<file path="src/rtl/ifetch_queue_if.sv">
// Bundle between the prefetch queue, the instruction memory port, the redirect source and decode.
// master = the queue itself, slave = the surrounding pipeline/memory.
interface ifetch_queue_if;
    logic        redirect;
    logic [31:0] redirectPc;
    logic        imemReq;
    logic [31:0] imemAddr;
    logic        imemGnt;
    logic        imemRvalid;
    logic [31:0] imemRdata;
    logic        stallD;
    logic        validD;
    logic [31:0] pcD;
    logic [31:0] instrD;

    modport master (
        input  redirect, redirectPc, imemGnt, imemRvalid, imemRdata, stallD,
        output imemReq, imemAddr, validD, pcD, instrD
    );

    modport slave (
        output redirect, redirectPc, imemGnt, imemRvalid, imemRdata, stallD,
        input  imemReq, imemAddr, validD, pcD, instrD
    );
endinterface

</file>
<file path="src/rtl/ifetch_queue.sv">
// Instruction prefetch queue: sequential fetch, in-order response buffering, flush on redirect.
// Define IFQ_STATS_EN to add the fetchedCnt/flushedCnt statistics outputs.
module ifetch_queue #(
    parameter int          DEPTH    = 4,
    parameter logic [31:0] RESET_PC = 32'h0
) (
    input  logic           clk,
    input  logic           reset,
    ifetch_queue_if.master bus
`ifdef IFQ_STATS_EN
    ,
    output logic [31:0]    fetchedCnt,
    output logic [31:0]    flushedCnt
`endif
);

    localparam int PW = $clog2(DEPTH);
    localparam int CW = PW + 1;
    localparam logic [CW:0] DEPTH_C = (CW+1)'(DEPTH);

    typedef logic [CW-1:0] cnt_t;

    logic [31:0]   fetch_pc;
    logic [31:0]   resp_pc;
    logic [PW-1:0] wr_ptr;
    logic [PW-1:0] rd_ptr;
    cnt_t          count;
    cnt_t          outstanding;
    cnt_t          drop_cnt;
    logic [31:0]   pc_mem    [DEPTH];
    logic [31:0]   instr_mem [DEPTH];

    logic          room;
    logic          accept;
    logic          resp;
    logic          keep;
    logic          pop;
    logic [CW:0]   in_use;
    cnt_t          out_after;

    // Requests are throttled so that every in-flight response is guaranteed a FIFO slot.
    assign in_use      = {1'b0, count} + {1'b0, outstanding};
    assign room        = in_use < DEPTH_C;
    assign bus.imemReq = reset & !bus.redirect & room;
    assign bus.imemAddr = fetch_pc;
    assign accept      = bus.imemReq & bus.imemGnt;
    assign resp        = bus.imemRvalid;
    assign keep        = resp & !bus.redirect & (drop_cnt == '0);
    assign out_after   = outstanding - cnt_t'(resp);

    assign bus.validD  = (count != '0);
    assign pop         = bus.validD & !bus.stallD & !bus.redirect;
    assign bus.pcD     = bus.validD ? pc_mem[rd_ptr]    : 32'h0;
    assign bus.instrD  = bus.validD ? instr_mem[rd_ptr] : 32'h0;

    // Requests still in flight at a redirect belong to the old path and are dropped on return.
    always_ff @(posedge clk or negedge reset) begin
        if (!reset) begin
            fetch_pc    <= RESET_PC;
            resp_pc     <= RESET_PC;
            wr_ptr      <= '0;
            rd_ptr      <= '0;
            count       <= '0;
            outstanding <= '0;
            drop_cnt    <= '0;
        end else if (bus.redirect) begin
            fetch_pc    <= bus.redirectPc;
            resp_pc     <= bus.redirectPc;
            wr_ptr      <= '0;
            rd_ptr      <= '0;
            count       <= '0;
            outstanding <= out_after;
            drop_cnt    <= out_after;
        end else begin
            if (accept)
                fetch_pc <= fetch_pc + 32'd4;
            outstanding <= outstanding + cnt_t'(accept) - cnt_t'(resp);
            if (resp && drop_cnt != '0)
                drop_cnt <= drop_cnt - cnt_t'(1);
            if (keep) begin
                wr_ptr  <= wr_ptr + PW'(1);
                resp_pc <= resp_pc + 32'd4;
            end
            if (pop)
                rd_ptr <= rd_ptr + PW'(1);
            count <= count + cnt_t'(keep) - cnt_t'(pop);
        end
    end

    always_ff @(posedge clk) begin
        if (keep) begin
            pc_mem[wr_ptr]    <= resp_pc;
            instr_mem[wr_ptr] <= bus.imemRdata;
        end
    end

`ifdef IFQ_STATS_EN
    logic discard;
    assign discard = resp & !keep;

    // Flushed work = responses thrown away plus entries wiped out of the FIFO by a redirect.
    always_ff @(posedge clk or negedge reset) begin
        if (!reset) begin
            fetchedCnt <= 32'h0;
            flushedCnt <= 32'h0;
        end else begin
            if (pop)
                fetchedCnt <= fetchedCnt + 32'd1;
            flushedCnt <= flushedCnt + 32'(discard) + (bus.redirect ? 32'(count) : 32'd0);
        end
    end
`endif

endmodule

</file>
<file path="src/flat_wrapper.sv">
// flat-port wrapper written by rule: the top's interface ports become plain ports
module ifetch_queue_flat 
#(
    parameter int          DEPTH    = 4,
    parameter logic [31:0] RESET_PC = 32'h0
)
  (clk, reset, bus_redirect, bus_redirectPc, bus_imemGnt, bus_imemRvalid, bus_imemRdata, bus_stallD, bus_imemReq, bus_imemAddr, bus_validD, bus_pcD, bus_instrD);
  ifetch_queue_if bus_i ();
  input  logic clk;
  input  logic reset;
  input wire logic [$bits(bus_i.redirect)-1:0] bus_redirect;
  input wire logic [$bits(bus_i.redirectPc)-1:0] bus_redirectPc;
  input wire logic [$bits(bus_i.imemGnt)-1:0] bus_imemGnt;
  input wire logic [$bits(bus_i.imemRvalid)-1:0] bus_imemRvalid;
  input wire logic [$bits(bus_i.imemRdata)-1:0] bus_imemRdata;
  input wire logic [$bits(bus_i.stallD)-1:0] bus_stallD;
  output wire logic [$bits(bus_i.imemReq)-1:0] bus_imemReq;
  output wire logic [$bits(bus_i.imemAddr)-1:0] bus_imemAddr;
  output wire logic [$bits(bus_i.validD)-1:0] bus_validD;
  output wire logic [$bits(bus_i.pcD)-1:0] bus_pcD;
  output wire logic [$bits(bus_i.instrD)-1:0] bus_instrD;
  assign bus_i.redirect = bus_redirect;
  assign bus_i.redirectPc = bus_redirectPc;
  assign bus_i.imemGnt = bus_imemGnt;
  assign bus_i.imemRvalid = bus_imemRvalid;
  assign bus_i.imemRdata = bus_imemRdata;
  assign bus_i.stallD = bus_stallD;
  assign bus_imemReq = bus_i.imemReq;
  assign bus_imemAddr = bus_i.imemAddr;
  assign bus_validD = bus_i.validD;
  assign bus_pcD = bus_i.pcD;
  assign bus_instrD = bus_i.instrD;
  ifetch_queue #(.DEPTH(DEPTH), .RESET_PC(RESET_PC)) u_core (.clk(clk), .reset(reset), .bus(bus_i));
endmodule
</file>
<file path="config.mk">
export PLATFORM = sky130hd
export DESIGN_NAME = ifetch_queue_flat
export DESIGN_NICKNAME = d
export VERILOG_FILES = /design/src/rtl/ifetch_queue_if.sv /design/src/rtl/ifetch_queue.sv /design/src/flat_wrapper.sv
export SDC_FILE = /design/constraint.sdc
export NUM_CORES = 1
export LEC_CHECK = 0
export CAP_MARGIN = 10
export CORE_MARGIN = 3
export CORE_UTILIZATION = 45
export CTS_CLUSTER_DIAMETER = 100
export DETAILED_ROUTE_END_ITERATION = 7
export GPL_ROUTABILITY_DRIVEN = 0
export PLACE_DENSITY = 0.67
export RECOVER_POWER = 100
export SETUP_SLACK_MARGIN = 0.5
export SLEW_MARGIN = 10
export SYNTH_ARGS = -nofsm -noshare
export SYNTH_HDL_FRONTEND = slang
export SYNTH_SLANG_ARGS = --single-unit
</file>
<file path="constraint.sdc">
create_clock -name clk -period 4.3 [get_ports clk]
set_clock_uncertainty 0.2 [all_clocks]
set_input_delay 1.075 -clock clk [delete_from_list [all_inputs] [get_ports clk]]
set_output_delay 1.075 -clock clk [all_outputs]
set_load 0.005 [all_outputs]
</file>
==> results of run 1 <==
==> cells in the final DEF, fill, tap and decap left out, drive strengths merged, types with 7 or more instances in the layout <==
cell,n
or4,7
and2,69
nand2,61
a21oi,10
clkinv,10
xnor2,29
and3,19
nand3,32
nand4,12
nor3,18
mux4,64
ha,16
dfrtp,77
inv,30
dlygate4sd3,125
clkbuf,53
nor2,28
xor2,15
o21ai,42
clkdlybuf4s50,40
o211ai,12
buf,14
edfxtp,256
==> path summary, 6_finish.rpt <==
path / endpoint / slack (ns) / cells after the start
hold / removal: u_core.bus.imemAddr[1] / 0.32 / 2
setup / recovery: u_core.pc_mem[0][6] / 0.41 / 5
hold reg to reg: u_core.bus.imemAddr[1] / 0.32 / 2
min in group asynchronous: u_core.bus.imemAddr[26] / 0.61 / 2
setup reg to reg: u_core.bus.imemAddr[22] / 0.89 / 7
max in group asynchronous: u_core.wr_ptr[1] / 1.20 / 3
==> logic make-up (layout without fill, tap and decap cells) <==
logic type,after synthesis,count (layout)
buf+inv,70,281
fa+ha+maj,18,18
mux,72,72
compound gates,84,84
other cells,0,1
flops,333,333
xor+xnor,44,44
simple gates,272,272
==> flip-flops by register name, indices dropped and copies added, names as in the netlist <==
name                 count
u_core.instr_mem       128
u_core.pc_mem          128
u_core.rd_ptr            2
u_core.count             3
u_core.wr_ptr            2
u_core.drop_cnt          3
u_core.bus.imemAddr     32
u_core.resp_pc          32
u_core.outstanding       3
==> per-stage QoR <==
step | util [%] | worst slack, ns | instance area (um^2) | std cells
4_1_cts | 58.1 | 0.503 | 17500 | 1493
3_5_place_dp | 53.9 | 0.529 | 16200 | 1424
6_report | 58.0 | 0.409 | 17500 | 1495
5_1_grt | 58.0 | 0.246 | 17500 | 1494
3_3_place_gp | 53.9 | 0.566 | 16200 | 1424
2_1_floorplan | - | 0.837 | 14000 | 893
==> layer usage <==
layer	vias to the layer above	global-route usage (%)
met2	307	27.8
met3	44	3.61
met5	-	0
met1	4129	27.7
li1	3771	-
met4	2	4.08
==> power by group <==
| part | switching (mW) | internal, mW |
|---|---|---|
| sequential | 0.196 | 3.69 |
| combinational | 0.993 | 1.25 |
| clock | 1.21 | 1.96 |
| total | 2.40 | 6.91 |
==> worst max-delay path, cell delays in order <==
cell      delay (ns)
clkbuf_1        0.10
clkbuf_2        0.78
inv_1           0.71
and3_2          0.67
clkbuf_1        0.44
==> cell usage after synthesis (7+ instances only) <==
cell type	number
edfxtp_1	256
buf_1	8
xor2_1	15
and2_1	69
a21oi_1	10
nor2_1	28
inv_1	26
and3_1	19
ha_1	16
nand3_1	32
nor3_1	18
mux4_2	64
o21ai_0	42
or4_1	7
nand4_1	12
dfrtp_1	77
clkbuf_1	33
xnor2_1	29
o211ai_1	12
nand2_1	61
==> timing repair <==
action	in CTS	in global routing
buffers inserted	3	1
setup endpoints to repair	66	4
pin swaps	0	0
gates resized for setup	4	1
==> area by class of cell <==
type | instances | share of cell area, %
flip-flops and latches | 333 | 55.1
multi-input cells | 490 | 23.7
repair buffers | 188 | 10.8
clock buffers | 44 | 5.51
well taps | 390 | 2.79
clock inverters | 22 | 1.55
inverters | 27 | 0.609
diodes | 1 | 0.0143
==> flow_summary.toml, run 1 <==
[timing]
hold_slack_ns = 0.322
max_slew.worst_pin.slew_ns = 1.60
fin_crit_sh_pct = 90.5
hold_viol = 0
slew_violations = 63
rsz0062_at_grt = "yes"
final.min_clock_period_ns = 3.89
setup-tns-final_ns = 0
setup_viol = 0
fmax_mhz = 257
slew_headroom_pct = -6.66

[die]
initial_utilization_pct = 46.5
die_w_um = 182
die_h_um = 182
row_count = 63
die_area_mm2 = 0.0333
ioPinCount = 168
core_mm2 = 0.0301

[logic_synthesis]
synthMuxAreaShare_pct = 10.9
yosysSeqAreaShare_pct = 68.7
synth_compound_area_share_pct = 3.67
ys_seq_elements = 333
yosys.area_share.adder_pct = 1.72
synth_simple_gate_area_share_pct = 10.4
synth_cells = 893
synth_edf_count = 256
synth-main-ff-cell = "edfxtp_1"
syn_area_per_cell_um2 = 15.7
yosysTopAreaCell = "edfxtp_1"
synthXorXnorAreaFrac_pct = 2.75
synth_top_cell_area_share_pct = 54.9
syn_nets = 981
async_reset_ff_share_pct = 23.1
synth_area_leaders = "edfxtp_1 (55%), dfrtp_1 (14%), mux4_2 (10%)"
synth_cell_type_count = 49
synth_top_family_by_area = "multiplexers"
synthesis.area_mm2 = 0.0140
ys.warnings.count = 0

[grt]
grt_max_degree = 78
grt_pass1_wl_mm = 48.1
track_usage_pct = 18.3
overflow = 0
antenna_found_initial = 1
grt_pass1_vias = 8453

[placement]
hpwl_mm = 19.0
portBuffers = 167

[setup_path]
crit_path_max_fanout = 77
required_ns = 4.24
arrival_ns = 3.83
worst-setup-path-type = "input port to flip-flop"
end_kind = "flip-flop"
r2r-start = "u_core.count[2]"
crit_path_start = "bus_redirect"
start_kind = "input port"

[drt]
wirelength_mm = 30.1
drc_errors = 0
num_vias = 8253
drt-met1-wl_mm = 14.2
wl_per_cell_um = 20.1
via_per_inst = 5.52
top_layer = "met5"
drtIter0Drc = 534
antenna_left = 0
wl_met3_mm = 1.87
drtPass1Iterations = 5
dr_wl_met2_mm = 13.5

[min_path]
hold_class = "flip-flop to flip-flop"
hp-start = "u_core.bus.imemAddr[1]"

[run_status]
violations = "capacitance limit, slew limit"
status = "finished with violations"

[cts]
clk_pin_slew_ns = 0.06
cts_sinks = 333
cts_buffers = 36
hold_buffers = 0
cts-root-buf = "clkbuf_16"
htreeDepth = 2
clockBufferDepth = 3
worstSkewPairLatency_ns = 0.50
cts_tree = "built"

[pwr]
ir_worst_vdd_v = 0.000252
leakagePower_nw = 6.19
total_power_mw = 9.31
power.density_mw_per_mm2 = 533

[cells_and_area]
drive_above_1_share_pct = 13.9
ff_latch_area_mm2 = 0.00962
final_net_count = 1164
multiInputGateArea_mm2 = 0.00414
syn2layout_area_growth_pct = 24.7
fill_cells = 2336

[flow_run]
drv_cap = 1
Power figures use the tool's default switching activity.
==> inputs of run 2 (changes only) <==
--- a/config.mk
+++ b/config.mk
@@ -12,7 +12,7 @@
 export DETAILED_ROUTE_END_ITERATION = 7
 export GPL_ROUTABILITY_DRIVEN = 0
 export PLACE_DENSITY = 0.67
-export RECOVER_POWER = 100
+export RECOVER_POWER = 25
 export SETUP_SLACK_MARGIN = 0.5
 export SLEW_MARGIN = 10
 export SYNTH_ARGS = -nofsm -noshare
==> run 2 against run 1 <==
Effect of this change: the run now ends clean; worst setup slack better by 0.17 ns; die area stayed put; first-iteration DRC count is 3.9% lower; design area is 0.25% higher; global-route usage stayed put; critical path depth is 1 lower; sequential power hardly changed; sequential cell count stayed put; combinational power is 6% higher; routed wire length hardly changed; non-clock buffer count stayed put.
==> flow_summary.toml, run 2 (synthesis results as in run 1) <==
[timing]
rsz0062_at_grt = "yes"
fin_crit_sh_pct = 86.4
final.min_clock_period_ns = 3.72
setup_viol = 0
max_slew.worst_pin.slew_ns = 0.966
slew_headroom_pct = 35.3
slew_violations = 0
fmax_mhz = 269
hold_viol = 0
setup-tns-final_ns = 0

[run_status]
status = "finished clean"

[die]
initial_utilization_pct = 46.5
die_area_mm2 = 0.0333
die_w_um = 182
row_count = 63
ioPinCount = 168
die_h_um = 182
core_mm2 = 0.0301

[pwr]
ir_worst_vdd_v = 0.000253
clock_power_share_pct = 33.5
p_switching_mw = 2.41
leakagePower_nw = 6.02
swShare_pct = 25.5
pwr-share-seq_pct = 41.2
power.density_mw_per_mm2 = 540
p_comb_share_pct = 25.3
p_int_mw = 7.04

[grt]
grt_max_degree = 78
antenna_found_initial = 0
track_usage_pct = 18.3
grt_pass1_vias = 8453
overflow = 0
grt_pass1_wl_mm = 48.1

[cells_and_area]
fill_cells = 2327
final_net_count = 1164
syn2layout_area_growth_pct = 25.0
multiInputGateArea_mm2 = 0.00414
reg_top3 = "u_core.instr_mem (128), u_core.pc_mem (128)"
drive_above_1_share_pct = 14.6
fin_util_pct = 58.1
final_common_cell = "edfxtp_1"
final_cell_mix = "edfxtp_1 (256), clkdlybuf4s50_1 (152), dfrtp_1 (75)"
ff_latch_area_mm2 = 0.00962

[drt]
wl_per_cell_um = 20.1
drt-met1-wl_mm = 14.2
num_vias = 8214
drtIter0Drc = 513
drc_errors = 0
wl_met3_mm = 1.90
dr_wl_met2_mm = 13.6
top_layer = "met4"
via_per_inst = 5.49
drtPass1Iterations = 5
wirelength_mm = 30.1
antenna_left = 0

[cts]
cts_tree = "built"
cts-root-buf = "clkbuf_16"
cts_sinks = 333
cts_buffers = 36
clockBufferDepth = 3
htreeDepth = 2
clk_pin_slew_ns = 0.06
worstSkewPairLatency_ns = 0.50

[setup_path]
arrival_ns = 2.44
required_ns = 3.02
worst-setup-path-type = "flip-flop to output pin"
end_kind = "output pin"
crit_path_max_fanout = 3
start_kind = "flip-flop"
r2r_cells = 7

[min_path]
hold_path_depth = 2
hold_class = "flip-flop to flip-flop"

[flow_run]
drv_cap = 0

[placement]
hpwl_mm = 19.0
portBuffers = 167
-- run 2: worst max-delay path, cell delays in order, from the launching register on --
cell and delay, ns:
dfrtp_1 0.42, ha_1 0.30, or4b_4 0.53, nor3_2 0.17, clkdlybuf4s50_1 0.53
-- run 2: through the flow --
stage	worst slack [ns]	total power, mW	cells	cell area (um^2)	hold slack, ns
floorplan	0.837	5.17	893	14000	0.276
global placement	0.566	6.33	1424	16200	0.313
detailed placement	0.529	6.36	1424	16200	0.323
CTS	0.503	9.59	1493	17500	0.310
global route	0.487	9.94	1494	17500	0.356
finish	0.584	9.45	1495	17500	0.325
-- run 2: final cells by class --
class | instances | area share, %
diodes | 1 | 0.0143
flip-flops and latches | 333 | 54.9
clock buffers | 44 | 5.50
multi-input cells | 490 | 23.7
well taps | 390 | 2.79
inverters | 27 | 0.607
clock inverters | 22 | 1.55
repair buffers | 188 | 11.0
-- run 2: path summary, 6_finish.rpt --
check	from	slack [ns]	end
worst max-delay path	u_core.count[2]	0.58	bus_imemReq
worst min-delay path	u_core.bus.imemAddr[1]	0.33	u_core.bus.imemAddr[1]
worst max register to register	u_core.count[2]	0.92	u_core.bus.imemAddr[22]
worst min register to register	u_core.bus.imemAddr[1]	0.33	u_core.bus.imemAddr[1]
max in group asynchronous	reset	1.89	u_core.rd_ptr[1]
min in group asynchronous	reset	0.61	u_core.bus.imemAddr[26]
-- run 2: power groups by stage --
stage	clock network, mW	logic (mW)	registers (mW)
CTS	3.25	2.46	3.89
detailed placement	0	2.36	3.99
finish	3.17	2.39	3.89
floorplan	0	1.28	3.88
global route	3.39	2.63	3.92
global placement	0	2.34	3.99
-- run 2: repair_timing --
item                                   CTS  global route
endpoints found under the hold margin    0             0
gates resized for setup                  4             1
setup endpoints to repair               66             4
buffers inserted                         3             1
hold buffers                             0             0
gates cloned                             0             0
-- run 2: per-layer routing --
| layer | vias up | GRT usage (%) |
|---|---|---|
| li1 | 3773 | - |
| met1 | 4108 | 27.7 |
| met2 | 291 | 27.8 |
| met3 | 42 | 3.61 |
| met4 | 0 | 4.08 |
| met5 | - | 0 |
==> inputs of run 3 (changes only) <==
--- a/config.mk
+++ b/config.mk
@@ -13,7 +13,7 @@
 export GPL_ROUTABILITY_DRIVEN = 0
 export PLACE_DENSITY = 0.67
 export RECOVER_POWER = 25
-export SETUP_SLACK_MARGIN = 0.5
+export SETUP_SLACK_MARGIN = 0.3
 export SLEW_MARGIN = 10
 export SYNTH_ARGS = -nofsm -noshare
 export SYNTH_HDL_FRONTEND = slang
==> run 3 against run 2 <==
Effect of this change: the run now ends with capacitance limit, slew limit left; critical path depth did not move; via count rose by 0.32%; clock power fell by 5%; non-clock buffer count rose by 3.
==> flow_summary.toml, run 3 (synthesis results as in run 1) <==
[drt]
num_vias = 8240
wl_per_cell_um = 20.3
via_per_inst = 5.51
antenna_left = 0
drtIter0Drc = 680
drtPass1Iterations = 5
wirelength_mm = 30.3
drc_errors = 0

[cts]
cts_tree = "built"
cts_buffers = 37
cts_sinks = 333
clk_pin_slew_ns = 0.06
hold_buffers = 0
worstSkewPairLatency_ns = 0.51
htreeDepth = 2
cts-root-buf = "clkbuf_16"
clockBufferDepth = 3

[timing]
fin_crit_sh_pct = 90.2
fmax_mhz = 258
setup_viol = 0
setup-tns-final_ns = 0
rsz0062_at_grt = "no"
hold_viol = 0
slew_violations = 34
max_slew.worst_pin.slew_ns = 1.79
fin_ws_ns = 0.421
slew_headroom_pct = -19.6
final.min_clock_period_ns = 3.88

[min_path]
hold_path_depth = 1
hp-start = "u_core.outstanding[2]"
hold_end = "u_core.outstanding[2]"
hold_class = "flip-flop to flip-flop"

[setup_path]
r2r_cells = 7
start_kind = "flip-flop"
arrival_ns = 2.60
cp_slowest_stage_delay_ns = 0.77
crit_path_start = "u_core.rd_ptr[1]"
crit_slowest_cell = "dfrtp_2"
worst-setup-path-type = "flip-flop to output pin"
required_ns = 3.02
crit_path_max_fanout = 23
path_cells = "buf_4 -> mux4_2 -> and2_1 -> clkdlybuf4s50_1"
r2r-start = "u_core.count[2]"
end_kind = "output pin"
reg2reg_slack_ns = 0.99
worstReg2RegEnd = "u_core.bus.imemAddr[31]"

[cells_and_area]
syn2layout_area_growth_pct = 24.8
final_common_cell = "edfxtp_1"
drive_above_1_share_pct = 14.6
final_net_count = 1168
final_area_mm2 = 0.0175
reg_top3 = "u_core.instr_mem (128), u_core.pc_mem (128)"
final_cell_mix = "edfxtp_1 (256), clkdlybuf4s50_1 (157), dfrtp_1 (75)"
fill_cells = 2354
n_antenna_cell = 0

[die]
initial_utilization_pct = 46.5
die_w_um = 182
ioPinCount = 168
die_h_um = 182
die_area_mm2 = 0.0333
row_count = 63
core_mm2 = 0.0301

[grt]
grt_pass1_vias = 8639
overflow = 0
track_usage_pct = 18.5
grt_max_degree = 65
grt_pass1_wl_mm = 48.3
antenna_found_initial = 1

[placement]
portBuffers = 167
hpwl_mm = 19.6
dpl_worst_slack_ns = 0.644
post_dp_cell_area_mm2 = 0.0163

[pwr]
leakagePower_nw = 6.00
power.density_mw_per_mm2 = 532
ir_worst_vdd_v = 0.000214

[run_status]
violations = "capacitance limit, slew limit"
status = "finished with violations"

[flow_run]
drv_cap = 1
-- run 3: layout make-up --
type                    instances  area (um^2)  share of cell area [%]
flip-flops and latches        333         9620                    55.1
repair buffers                191         1960                    11.2
multi-input cells             490         4140                    23.7
well taps                     390          488                    2.79
clock buffers                  48          977                    5.59
inverters                      27          104                   0.595
clock inverters                17          183                    1.05
-- run 3: worst max-delay path: cells and delay by family (launching register included) --
| kind | cells | cell delay [ns] |
|---|---|---|
| buffers and inverters | 2 | 0.84 |
| DFF | 1 | 0.77 |
| muxes | 1 | 0.33 |
| and+or+nand+nor | 1 | 0.17 |
-- run 3: stage by stage --
stage               std cells  hold slack (ns)  utilization (%)  power (mW)
floorplan                 893            0.276                -        5.17
global placement         1430            0.315             54.1        6.36
detailed placement       1430            0.325             54.1        6.39
CTS                      1496            0.336             58.0        9.43
global route             1496            0.367             58.0        9.77
finish                   1496            0.331             58.0        9.30
-- run 3: layer usage --
layer  vias up  track usage [%]  wire [um]  part of all wire [%]
met5         -                0         13                 0.043
met4         2             4.39        501                   1.7
met3        41             3.67       2100                   6.9
met2       322             29.1      13900                    46
met1      4106             27.1      13800                    46
li1       3769                -          -                     -
-- run 3: worst max-delay path by stage --
stage,endpoint,slack (ns),cells after the start
after floorplan,u_core.instr_mem[0][0],0.44,4
after global placement,u_core.bus.imemAddr[31],0.68,7
after detailed placement,u_core.bus.imemAddr[31],0.64,7
after CTS,bus_pcD[10],0.38,5
after global routing,bus_instrD[31],0.30,4
final,bus_pcD[31],0.42,4
-- run 3: power by group --
group / switching (mW) / internal, mW / total (mW)
clock: 1.21 / 1.79 / 3.00
sequential: 0.233 / 3.69 / 3.93
combinational: 0.971 / 1.40 / 2.37
-- run 3: what timing repair did --
action | 4_1_cts | 5_1_grt
resized for setup | 0 | 3
buffers inserted | 1 | 0
endpoints found under the setup margin | 25 | 41
